===== config.mk =====
export PLATFORM = sky130hd
export DESIGN_NAME = serial_logic_unit
export DESIGN_NICKNAME = d
export VERILOG_FILES = /design/src/rtl/serial_logic_unit.sv
export SDC_FILE = /design/constraint.sdc
export NUM_CORES = 1
export LEC_CHECK = 0
export CORE_ASPECT_RATIO = 2
export CORE_MARGIN = 2
export CORE_UTILIZATION = 44
export DETAILED_ROUTE_END_ITERATION = 8
export HOLD_SLACK_MARGIN = 0.03
export PLACE_DENSITY = 0.83
export SKIP_LAST_GASP = 1
export SYNTH_ARGS = -nofsm -noshare
export SYNTH_HDL_FRONTEND = slang
export SYNTH_SLANG_ARGS = --single-unit

===== constraint.sdc =====
create_clock -name clk -period 1.3 [get_ports clk]
set_clock_uncertainty 0.1 [all_clocks]
set_input_delay 0.13 -clock clk [delete_from_list [all_inputs] [get_ports clk]]
set_output_delay 0.13 -clock clk [all_outputs]
set_load 0.1 [all_outputs]

===== src/rtl/serial_logic_unit.sv =====
// serial_logic_unit: bit-serial driver for a 1-bit logic slice.
//   A WIDTH-bit operand pair and opcode are accepted over a valid/ready
//   handshake. They are fed to the slice LSB first, one bit per clock. The
//   result bits are collected MSB-in, and the result is presented over a
//   second valid/ready handshake.
// Ports:
//   clk, rst_n          clock, asynchronous active-low reset
//   in_valid/in_ready   request handshake (a, b, op)
//   a, b [WIDTH]        operands
//   op [2]              00 AND, 01 OR, 10 XOR, 11 NOT A
//   out_valid/out_ready result handshake (result, zero)
//   result [WIDTH]      operation result
//   zero                result == 0, gated by out_valid
//   busy                unit is shifting or holding a result

// serial_logic_slice: combinational 1-bit logic function.
//   i_op, i_a, i_b -> o_y
module serial_logic_slice (
  input  logic [1:0] i_op,
  input  logic       i_a,
  input  logic       i_b,
  output logic       o_y
);
  always_comb begin
    o_y = 1'b0;
    unique case (i_op)
      2'b00: o_y = i_a & i_b;
      2'b01: o_y = i_a | i_b;
      2'b10: o_y = i_a ^ i_b;
      2'b11: o_y = ~i_a;
      default: o_y = 1'b0;
    endcase
  end
endmodule

module serial_logic_unit #(
  parameter int WIDTH = 8
) (
  input  logic             clk,
  input  logic             rst_n,
  input  logic             in_valid,
  output logic             in_ready,
  input  logic [WIDTH-1:0] a,
  input  logic [WIDTH-1:0] b,
  input  logic [1:0]       op,
  output logic             out_valid,
  input  logic             out_ready,
  output logic [WIDTH-1:0] result,
  output logic             zero,
  output logic             busy
);
  localparam int CW = $clog2(WIDTH + 1);

  typedef enum logic [1:0] {IDLE, SHIFT, DONE} state_t;

  state_t           r_state, w_next;
  logic [WIDTH-1:0] r_a_sh, r_b_sh, r_res;
  logic [1:0]       r_op;
  logic [CW-1:0]    r_cnt;
  logic             w_bit, w_accept, w_last;

  serial_logic_slice u_slice (
    .i_op (r_op),
    .i_a  (r_a_sh[0]),
    .i_b  (r_b_sh[0]),
    .o_y  (w_bit)
  );

  assign w_accept = in_valid && (r_state == IDLE);
  // The count reaches WIDTH-1 on the edge before the WIDTH-th shift. That
  // shift edge is therefore the one that moves the FSM to DONE.
  assign w_last   = (r_cnt == CW'(WIDTH - 1));

  always_ff @(posedge clk or negedge rst_n) begin
    if (!rst_n) r_state <= IDLE;
    else        r_state <= w_next;
  end

  always_comb begin
    w_next = r_state;
    unique case (r_state)
      IDLE:    if (w_accept) w_next = SHIFT;
      SHIFT:   if (w_last)   w_next = DONE;
      DONE:    if (out_ready) w_next = IDLE;
      default: w_next = IDLE;
    endcase
  end

  always_ff @(posedge clk or negedge rst_n) begin
    if (!rst_n) begin
      r_a_sh <= '0;
      r_b_sh <= '0;
      r_op   <= 2'b00;
      r_cnt  <= '0;
      r_res  <= '0;
    end else if (w_accept) begin
      r_a_sh <= a;
      r_b_sh <= b;
      r_op   <= op;
      r_cnt  <= '0;
      r_res  <= '0;
    end else if (r_state == SHIFT) begin
      // Shifting LSB-first into the MSB leaves bit i in position i after WIDTH shifts.
      r_res  <= {w_bit, r_res[WIDTH-1:1]};
      r_a_sh <= {1'b0, r_a_sh[WIDTH-1:1]};
      r_b_sh <= {1'b0, r_b_sh[WIDTH-1:1]};
      r_cnt  <= r_cnt + 1'b1;
    end
  end

  assign in_ready  = (r_state == IDLE);
  assign busy      = (r_state != IDLE);
  assign out_valid = (r_state == DONE);
  assign result    = r_res;
  assign zero      = out_valid && (r_res == '0);
endmodule

Word-level counts from Yosys, hierarchy flattened
Index checks and enable logic that the tools add are counted.
{"block": "op_classes", "n_addsub": 1, "n_eq_ne": 9, "muxes": 13, "bitwise_logic": 4, "reduce_logical": 8}
{"operator": "8-bit 2-to-1 mux", "n": 6}
{"operator": "8-bit zero test", "n": 1}
{"operator": "4-bit 2-to-1 mux", "n": 2}
{"operator": "2-bit equality test (second input constant)", "n": 3}
{"operator": "2-bit 2-to-1 mux", "n": 3}
{"operator": "2-bit case mux with 3 select lines", "n": 1}
{"operator": "4-bit by 1-bit adder with 4-bit output (second input constant)", "n": 1}
{"operator": "2-bit by 1-bit equality test with 1-bit output (second input constant)", "n": 2}
{"operator": "4-bit by 3-bit equality test with 1-bit output (second input constant)", "n": 1}
{"operator": "2-bit zero test", "n": 2}
{"operator": "2-bit by 1-bit inequality test with 1-bit output (second input constant)", "n": 2}
{"operator": "1-bit case mux with 4 select lines", "n": 1}
{"operator": "2-bit nonzero test", "n": 2}
{"operator": "3-bit AND reduction", "n": 1}
{"operator": "1-bit logical AND", "n": 2}
{"operator": "2-bit inequality test (second input constant)", "n": 1}
{"operator": "1-bit AND", "n": 1}
{"operator": "1-bit inverter", "n": 1}
{"operator": "1-bit OR", "n": 1}
{"operator": "1-bit bitwise XOR", "n": 1}
{"block": "totals", "register_bits": 32, "in_bits": 22, "output_inout_bits": 12, "wordCells": 41}

Depth between registers and ports, before layout
Gate-level depths: netlist of the first run.
{"block": "logic_depth", "ltp_word": 4, "depth_mapped": 5, "ltp_nobuf": 5}

Hierarchy
Synthesis of the first run repeated with hierarchy kept, for this count alone.
{"block": "hier_totals", "hier_cells": 146, "area_unflattened_um2": 1433.9}
{"module": "serial_logic_unit", "n_inst": 1, "cells_per_inst": 140, "area_each_um2": 1375.1, "seq_area_each_um2": 800.8}
{"module": "serial_logic_slice", "n_inst": 1, "cells_per_inst": 6, "area_each_um2": 58.8, "seq_area_each_um2": 0.0}

Worst setup path after synthesis of the first run
Ideal clock, no wire load.
{"block": "synth_path", "path_kind": "reg2out", "startpoint": "register r_state[0]", "endpoint": "output port busy", "arrival_ps": 2647, "required_time_ps": 1070, "slack_ps": -1577, "stages_incl_launch_ff": 3, "n_path_buf": 0, "cell_sequence": "dfrtp_1 nor2_1 inv_1"}
{"block": "synth_via", "elab_chain_cells": 1}
{"element": "from (decl)", "line": "56", "text": "state_t r_state, w_next;"}
{"element": "from (signal assigned)", "line": "76", "text": "else r_state <= w_next;"}
{"element": "2-bit nonzero test", "line": "112", "text": "assign busy = (r_state != IDLE);"}
{"element": "to (decl)", "line": "50", "text": "output logic busy"}
Every way passes these cells.

Final worst setup path of the first run
{"block": "layout_path", "startpoint": "register r_res[0], in the netlist result[0]", "endpoint": "output port zero"}
{"block": "layout_via", "elab_chain_cells": 2}
{"element": "from (decl)", "line": "57", "text": "logic [WIDTH-1:0] r_a_sh, r_b_sh, r_res;"}
{"element": "from (signal assigned)", "line": "104", "text": "r_res <= {w_bit, r_res[WIDTH-1:1]};"}
{"element": "8-bit zero test", "line": "115", "text": "assign zero = out_valid && (r_res == '0);"}
{"element": "1-bit logical AND", "line": "115"}
{"element": "to (decl)", "line": "49", "text": "output logic zero,"}
Every way passes these cells.

==> implementation parameters, run 1 <==
Parameter                              Value

Outcome
  Result of the run ... finished with violations
  Violated checks ... setup timing

Finish
  Commonest cells after routing, fill and taps aside ... 49 x sky130_fd_sc_hd__nand2_1, 22 x sky130_fd_sc_hd__dfrtp_1, 21 x sky130_fd_sc_hd__clkdlybuf4s50_1, 20 x sky130_fd_sc_hd__buf_4, 15 x sky130_fd_sc_hd__buf_12
  Nets ... 243
  Fraction of final layout cells with drive strength greater than 1 ... 52.1%
  Final antenna diode count ... 0
  Most common library cell in the layout ignoring fill and taps ... sky130_fd_sc_hd__nand2_1
  Layout Area Growth over Synthesis ... 86.2%

Synthesis
  Post-synth top area share ... 56.1%
  Total nets after synthesis ... 172
  Number of synthesis warnings ... 0
  Count of state elements after synthesis ... 32
  Area leader, netlist ... sky130_fd_sc_hd__dfrtp_1
  Post-synthesis cell type count ... 22
  Async set-or-reset flop fraction in the synthesized netlist ... 100%
  Top cells by area, synth ... sky130_fd_sc_hd__dfrtp_1 56%, sky130_fd_sc_hd__nand2_1 14%, sky130_fd_sc_hd__a22oi_1 7.4%
  Number of standard cells after synthesis ... 147
  Top flip-flop cell by instance count after synthesis ... sky130_fd_sc_hd__dfrtp_1
  Number of enable-type register cells in the synthesized netlist ... 0
  Sequential element share of the synthesized area ... 56.1%
  Netlist area before placement ... 1430 um2
  Post-Syn Area per Cell ... 9.70 um2

Place
  GPL Wtd Cong ... 0.768
  Worst slack, placed ... -234 ps
  I/O Buffers ... 33
  Sum of net half-perimeters after detailed placement ... 2.50 mm

Clock tree
  Maximum buffer depth of the clock tree ... 2
  Clock root buffer ... sky130_fd_sc_hd__clkbuf_8
  Max H-tree Level ... 2
  Clock slew at the register clock pins of the worst setup and hold paths ... 70 ps
  Count of clock tree sinks ... 32
  Post-CTS Hold Buffers ... 0
  CTS tree ... done
  Clock latency on the worst-skew pair ... 290 ps
  Total CTS buffers ... 5

Timing
  Post-route setup TNS ... -5990 ps
  Shortest clock period the worst path allows after layout ... 1650 ps
  Final clock period utilization by the worst path ... 127%
  Transition time at the pin with the least slew margin ... 274 ps
  Number of hold-slack violations in the final timing report ... 0
  Final slew viol count ... 0
  Worst slew slack as a fraction of its limit ... 81.7%
  # setup viols final ... 34
  Final WS setup ... -353 ps
  Setup repair after global routing missed its margin ... true
  Top achievable clock speed ... 605 MHz

Setup path
  Data required time at the worst endpoint ... 1070 ps
  Critical Path Max Stage Delay ... 430 ps
  Cells along the critical path ... nor4_4 > and3_4 > buf_12
  Sort of element at the start of the critical path ... flip-flop
  CP max-delay cell ... sky130_fd_sc_hd__dfrtp_2
  Critical Path Sink Type ... output pin
  Crit-path max FO ... 2
  Register-to-Register Path Depth ... 4
  Arr. time, crit path ... 1420 ps
  Kind of critical path ... flip-flop to output pin

GRT
  Number of global-route vias before repair ... 1476
  Overflow left after global routing ... 0
  First-pass GRT wire length ... 7.51 mm
  Tot GR Track Use ... 28.3%
  Number of antenna violations at the first check in global routing ... 0
  Pin count of the biggest net entering global routing ... 33

Power
  Power per unit of standard cell area ... 2750 nW/um2
  Maximum vdd ir drop ... 1.93 mV
  Static Leak ... 1.23 nW

Floorplanning
  Number of cell rows ... 29
  Die outline height ... 84.5 um
  Area of the die ... 3740 um2
  Horizontal extent of the die ... 44.3 um
  Initial standard-cell utilization of the core ... 45.7%
  Count of pins on the block boundary ... 34
  Core outline area ... 3120 um2

Drt
  Number of antenna-violating nets in the routed design ... 0
  Drt first pass iters ... 4
  Total wire length after detailed routing ... 5.12 mm
  Via-per-instance ratio ... 5.66
  Routed wirelength normalized by instance count ... 20.5 um
  Number of vias after detailed routing ... 1414
  Number of design rule violations left after detail routing ... 0
  Drt first-iter violations ... 60

Run
  Count of maximum capacitance violations ... 0

Worst hold path
  Class of the most critical hold timing path ... input pin to asynchronous set/reset pin
==> worst paths after layout <==
path	startpoint	endpoint	slack (ps)
min in group clk	out_ready	r_state[1]$_DFFE_PN0P_	320
max in group asynchronous	rst_n	result[2]$_DFFE_PN0P_	800
worst min-delay path	rst_n	r_state[1]$_DFFE_PN0P_	110
worst max register to register	r_b_sh[0]$_DFFE_PN0P_	result[7]$_DFFE_PN0P_	-310
worst min register to register	r_b_sh[5]$_DFFE_PN0P_	r_b_sh[5]$_DFFE_PN0P_	400
worst max-delay path	result[0]$_DFFE_PN0P_	zero	-350
==> where the power goes <==
part	total (W)	leakage, nW	switching [W]	internal, W
clock	0.000813	0.0510	0.000391	0.000422
combinational	0.00462	0.779	0.00247	0.00214
sequential	0.00187	0.397	0.000419	0.00145
total	0.00730	1.23	0.00328	0.00401
==> cells by family after synthesis <==
logic type / Yosys count / synth area share, %
muxes: 4 / 3.86
AOI/OAI and AO/OA: 31 / 14.0
DFF: 32 / 56.1
adders and majority gates: 3 / 2.63
and+or+nand+nor: 64 / 19.3
buffers and inverters: 13 / 4.03
==> synth_stat cells (2+ instances only) <==
master                     instances
sky130_fd_sc_hd__nor4_1            2
sky130_fd_sc_hd__a22oi_1          14
sky130_fd_sc_hd__inv_1             5
sky130_fd_sc_hd__ha_1              3
sky130_fd_sc_hd__mux2_2            2
sky130_fd_sc_hd__o21ai_0          14
sky130_fd_sc_hd__buf_2             7
sky130_fd_sc_hd__nand2b_1          4
sky130_fd_sc_hd__dfrtp_1          32
sky130_fd_sc_hd__nand2_1          52
==> what timing repair did <==
item                                    CTS  global route
gates cloned                              5             1
endpoints found under the setup margin   24            37
pin swaps                                19            19
buffers inserted                          8             5
resized for setup                        47            32
==> flip-flops by register name, indices dropped and copies added, names as in the netlist <==
signal   cells
r_b_sh       8
r_a_sh       8
result       8
r_state      2
r_op         2
r_cnt        4
==> final cells by class <==
type                    instances  area (um2)
inverters                       5        22.5
multi-input cells             102         793
clock buffers                   6        82.6
clock inverters                 2        10.0
fillers                       155         464
well taps                      31        38.8
flip-flops and latches         32         813
repair buffers                 72         896
==> worst max-delay path, delay by kind of cell (launching register included) <==
kind | cells | cell delay, ps
flops | 1 | 430
buf+inv | 1 | 170
simple gates | 2 | 520
==> metrics by stage <==
| stage | std cells | area, um2 | total power, W | util (%) | hold slack, ps |
|---|---|---|---|---|---|
| after floorplan | 147 | 1480 | 0.00374 | - | -266 |
| after global placement | 224 | 2100 | 0.00494 | 67.4 | 358 |
| after detailed placement | 224 | 2100 | 0.00510 | 67.4 | 366 |
| after CTS | 245 | 2510 | 0.00672 | 80.5 | 108 |
| after global routing | 250 | 2660 | 0.00754 | 85.1 | 134 |
| final | 250 | 2660 | 0.00730 | 85.1 | 108 |
==> per-layer routing <==
| layer | vias up | global-route usage [%] | part of all wire [%] |
|---|---|---|---|
| li1 | 636 | - | - |
| met1 | 708 | 31.8 | 36 |
| met2 | 59 | 46.8 | 57 |
| met3 | 11 | 6.67 | 4.3 |
| met4 | 0 | 16.5 | 3.0 |
| met5 | - | 0 | 0 |
Note: power is estimated with default switching activity, not from simulation.
==> inputs of run 2 (changes only) <==
--- a/config.mk
+++ b/config.mk
@@ -10,7 +10,7 @@
 export CORE_UTILIZATION = 44
 export DETAILED_ROUTE_END_ITERATION = 8
 export HOLD_SLACK_MARGIN = 0.03
-export PLACE_DENSITY = 0.83
+export PLACE_DENSITY = 0.75
 export SKIP_LAST_GASP = 1
 export SYNTH_ARGS = -nofsm -noshare
 export SYNTH_HDL_FRONTEND = slang
==> implementation parameters, run 2 (same netlist as run 1, synthesis figures left out) <==
Parameter                              Value

Finish
  Multi-input combinational cell area ... 838 um2 (+5.7%)
  Most common library cell in the layout ignoring fill and taps ... sky130_fd_sc_hd__nand2_1
  Final antenna diode count ... 0 (unchanged)
  Commonest cells after routing, fill and taps aside ... 46 x sky130_fd_sc_hd__nand2_1, 21 x sky130_fd_sc_hd__clkdlybuf4s50_1, 21 x sky130_fd_sc_hd__dfrtp_1, 17 x sky130_fd_sc_hd__buf_4
  Seq. cell area ... 815 um2 (+0.15%)
  Fraction of final layout cells with drive strength greater than 1 ... 57.0% (+4.9 points)
  Final cell area excluding filler cells ... 2780 um2 (+4.6%)
  Number of inserted filler cells in the final layout ... 121 (-22%)
  Layout Area Growth over Synthesis ... 94.7%
  Nets ... 247 (+1.6%)
  Final core area utilization ... 89.0% (+3.9 points)

GRT
  Number of antenna violations at the first check in global routing ... 0 (unchanged)
  Global routing's busiest layer ... met2
  GRT met2 Usage ... 49.6% (+2.8 points)
  Pin count of the biggest net entering global routing ... 33 (unchanged)
  First-pass GRT wire length ... 7.97 mm (+6.2%)
  Overflow left after global routing ... 0 (unchanged)
  GR Layer Usage met1 ... 33.1% (+1.3 points)
  Number of global-route vias before repair ... 1543 (+4.5%)
  Tot GR Track Use ... 29.9% (+1.6 points)
  Met3 global-route usage ... 6.67% (unchanged)

Clock tree
  Total CTS buffers ... 5 (unchanged)
  Clock root buffer ... sky130_fd_sc_hd__clkbuf_8
  Count of clock tree sinks ... 32 (unchanged)
  CTS tree ... done
  Maximum buffer depth of the clock tree ... 2 (unchanged)
  Clock latency on the worst-skew pair ... 290 ps (about the same)
  Max H-tree Level ... 2 (unchanged)
  Clock slew at the register clock pins of the worst setup and hold paths ... 70 ps (about the same)
  Post-CTS Hold Buffers ... 0 (unchanged)

Setup path
  Kind of critical path ... flip-flop to output pin
  Arr. time, crit path ... 1430 ps (about the same)
  Crit-path max FO ... 2 (unchanged)
  Cells along the critical path ... nor4_4 > and3_4 > buf_12
  Critical Path Sink Type ... output pin
  Critical Path Max Stage Delay ... 430 ps (about the same)
  Largest delay share family, worst path ... simple AND/OR/NAND/NOR gates
  CP max-delay cell ... sky130_fd_sc_hd__dfrtp_2
  Sort of element at the start of the critical path ... flip-flop
  Buffering stage count on the worst path with inverters included ... 1 (unchanged)
  Data required time at the worst endpoint ... 1070 ps (about the same)

Timing
  Top achievable clock speed ... 603 MHz (-0.30%)
  Transition time at the pin with the least slew margin ... 259 ps (-14.3 ps)
  Number of hold-slack violations in the final timing report ... 0 (unchanged)
  Final clock period utilization by the worst path ... 128% (+0.38 points)
  Shortest clock period the worst path allows after layout ... 1660 ps (+5.00 ps)
  Final WS setup ... -358 ps (-5.00 ps)
  Final slew viol count ... 0 (unchanged)
  Worst slew slack as a fraction of its limit ... 82.7% (+0.92 points)
  Setup repair after global routing missed its margin ... true
  Worst hold slack ... 117 ps (+9.36 ps)
  Post-route setup TNS ... -5960 ps (+36.1 ps)
  # setup viols final ... 35 (+2.9%)

Drt
  Routed wirelength normalized by instance count ... 23.5 um (+15%)
  Drt first-iter violations ... 44 (-27%)
  Drt first pass iters ... 4 (unchanged)
  Via-per-instance ratio ... 6.02 (+6.4%)
  Number of antenna-violating nets in the routed design ... 0 (unchanged)
  Number of vias after detailed routing ... 1528 (+8.1%)
  Total wire length after detailed routing ... 5.98 mm (+17%)
  Number of design rule violations left after detail routing ... 0 (unchanged)

Floorplanning
  Horizontal extent of the die ... 44.3 um (unchanged)
  Area of the die ... 3740 um2 (unchanged)
  Number of cell rows ... 29 (unchanged)
  Initial standard-cell utilization of the core ... 45.7% (unchanged)
  Die outline height ... 84.5 um (unchanged)
  Core outline area ... 3120 um2 (unchanged)
  Count of pins on the block boundary ... 34 (unchanged)

Outcome
  Result of the run ... finished with violations
  Violated checks ... setup timing

Power
  Final Total Pwr ... 0.00776 W (+6.4%)
  Power per unit of standard cell area ... 2790 nW/um2 (+1.8%)
  Maximum vdd ir drop ... 2.19 mV (+13%)
  Static Leak ... 1.25 nW (+2.2%)

Place
  Sum of net half-perimeters after detailed placement ... 2.54 mm (+1.9%)
  I/O Buffers ... 33 (unchanged)
  Instance area at placement ... 2120 um2 (+0.71%)
  GPL Wtd Cong ... 0.718 (-6.5%)

Run
  Count of maximum capacitance violations ... 0 (unchanged)

Worst hold path
  Class of the most critical hold timing path ... input pin to asynchronous set/reset pin
## run 2: final timing paths
kind,depth (start not counted),endpoint,from,slack [ps]
worst max-delay path,3,zero,result[7]$_DFFE_PN0P_,-360
worst min-delay path,2,r_state[1]$_DFFE_PN0P_,rst_n,120
worst max register to register,4,r_op[1]$_DFFE_PN0P_,r_state[1]$_DFFE_PN0P_,-280
worst min register to register,2,r_a_sh[4]$_DFFE_PN0P_,r_a_sh[4]$_DFFE_PN0P_,410
max in group asynchronous,2,r_state[0]$_DFFE_PN0P_,rst_n,780
min in group clk,3,r_b_sh[5]$_DFFE_PN0P_,b[5],350
## run 2: timing repair
action,CTS,global route
resized for setup,51,47
buffers inserted,8,8
gates cloned,4,2
pin swaps,21,32
endpoints found under the setup margin,24,36
## run 2: layout make-up
cell class / instances / share of cell area (%)
Clock buffer: 8 / 3.24
Multi-Input combinational cell: 102 / 30.2
Sequential cell: 32 / 29.3
Tap cell: 31 / 1.40
Inverter: 5 / 0.811
Timing Repair Buffer: 76 / 35.0
## run 2: through the flow
stage	instances	worst slack, ps
after global placement	226	-189
after global routing	254	-428
final	254	-358
after floorplan	147	-457
after detailed placement	226	-203
after CTS	246	-350
## run 2: metal layers
layer | wire [um] | up-vias | part of all wire, %
met2 | 3310 | 94 | 55
li1 | - | 653 | -
met4 | 383 | 0 | 6.4
met3 | 296 | 27 | 5.0
met5 | 0 | - | 0
met1 | 1990 | 754 | 33
## run 2: power by group
group	internal [W]	switching (W)
Sequential	0.00145	0.000469
Clock	0.000432	0.000373
Combinational	0.00235	0.00269
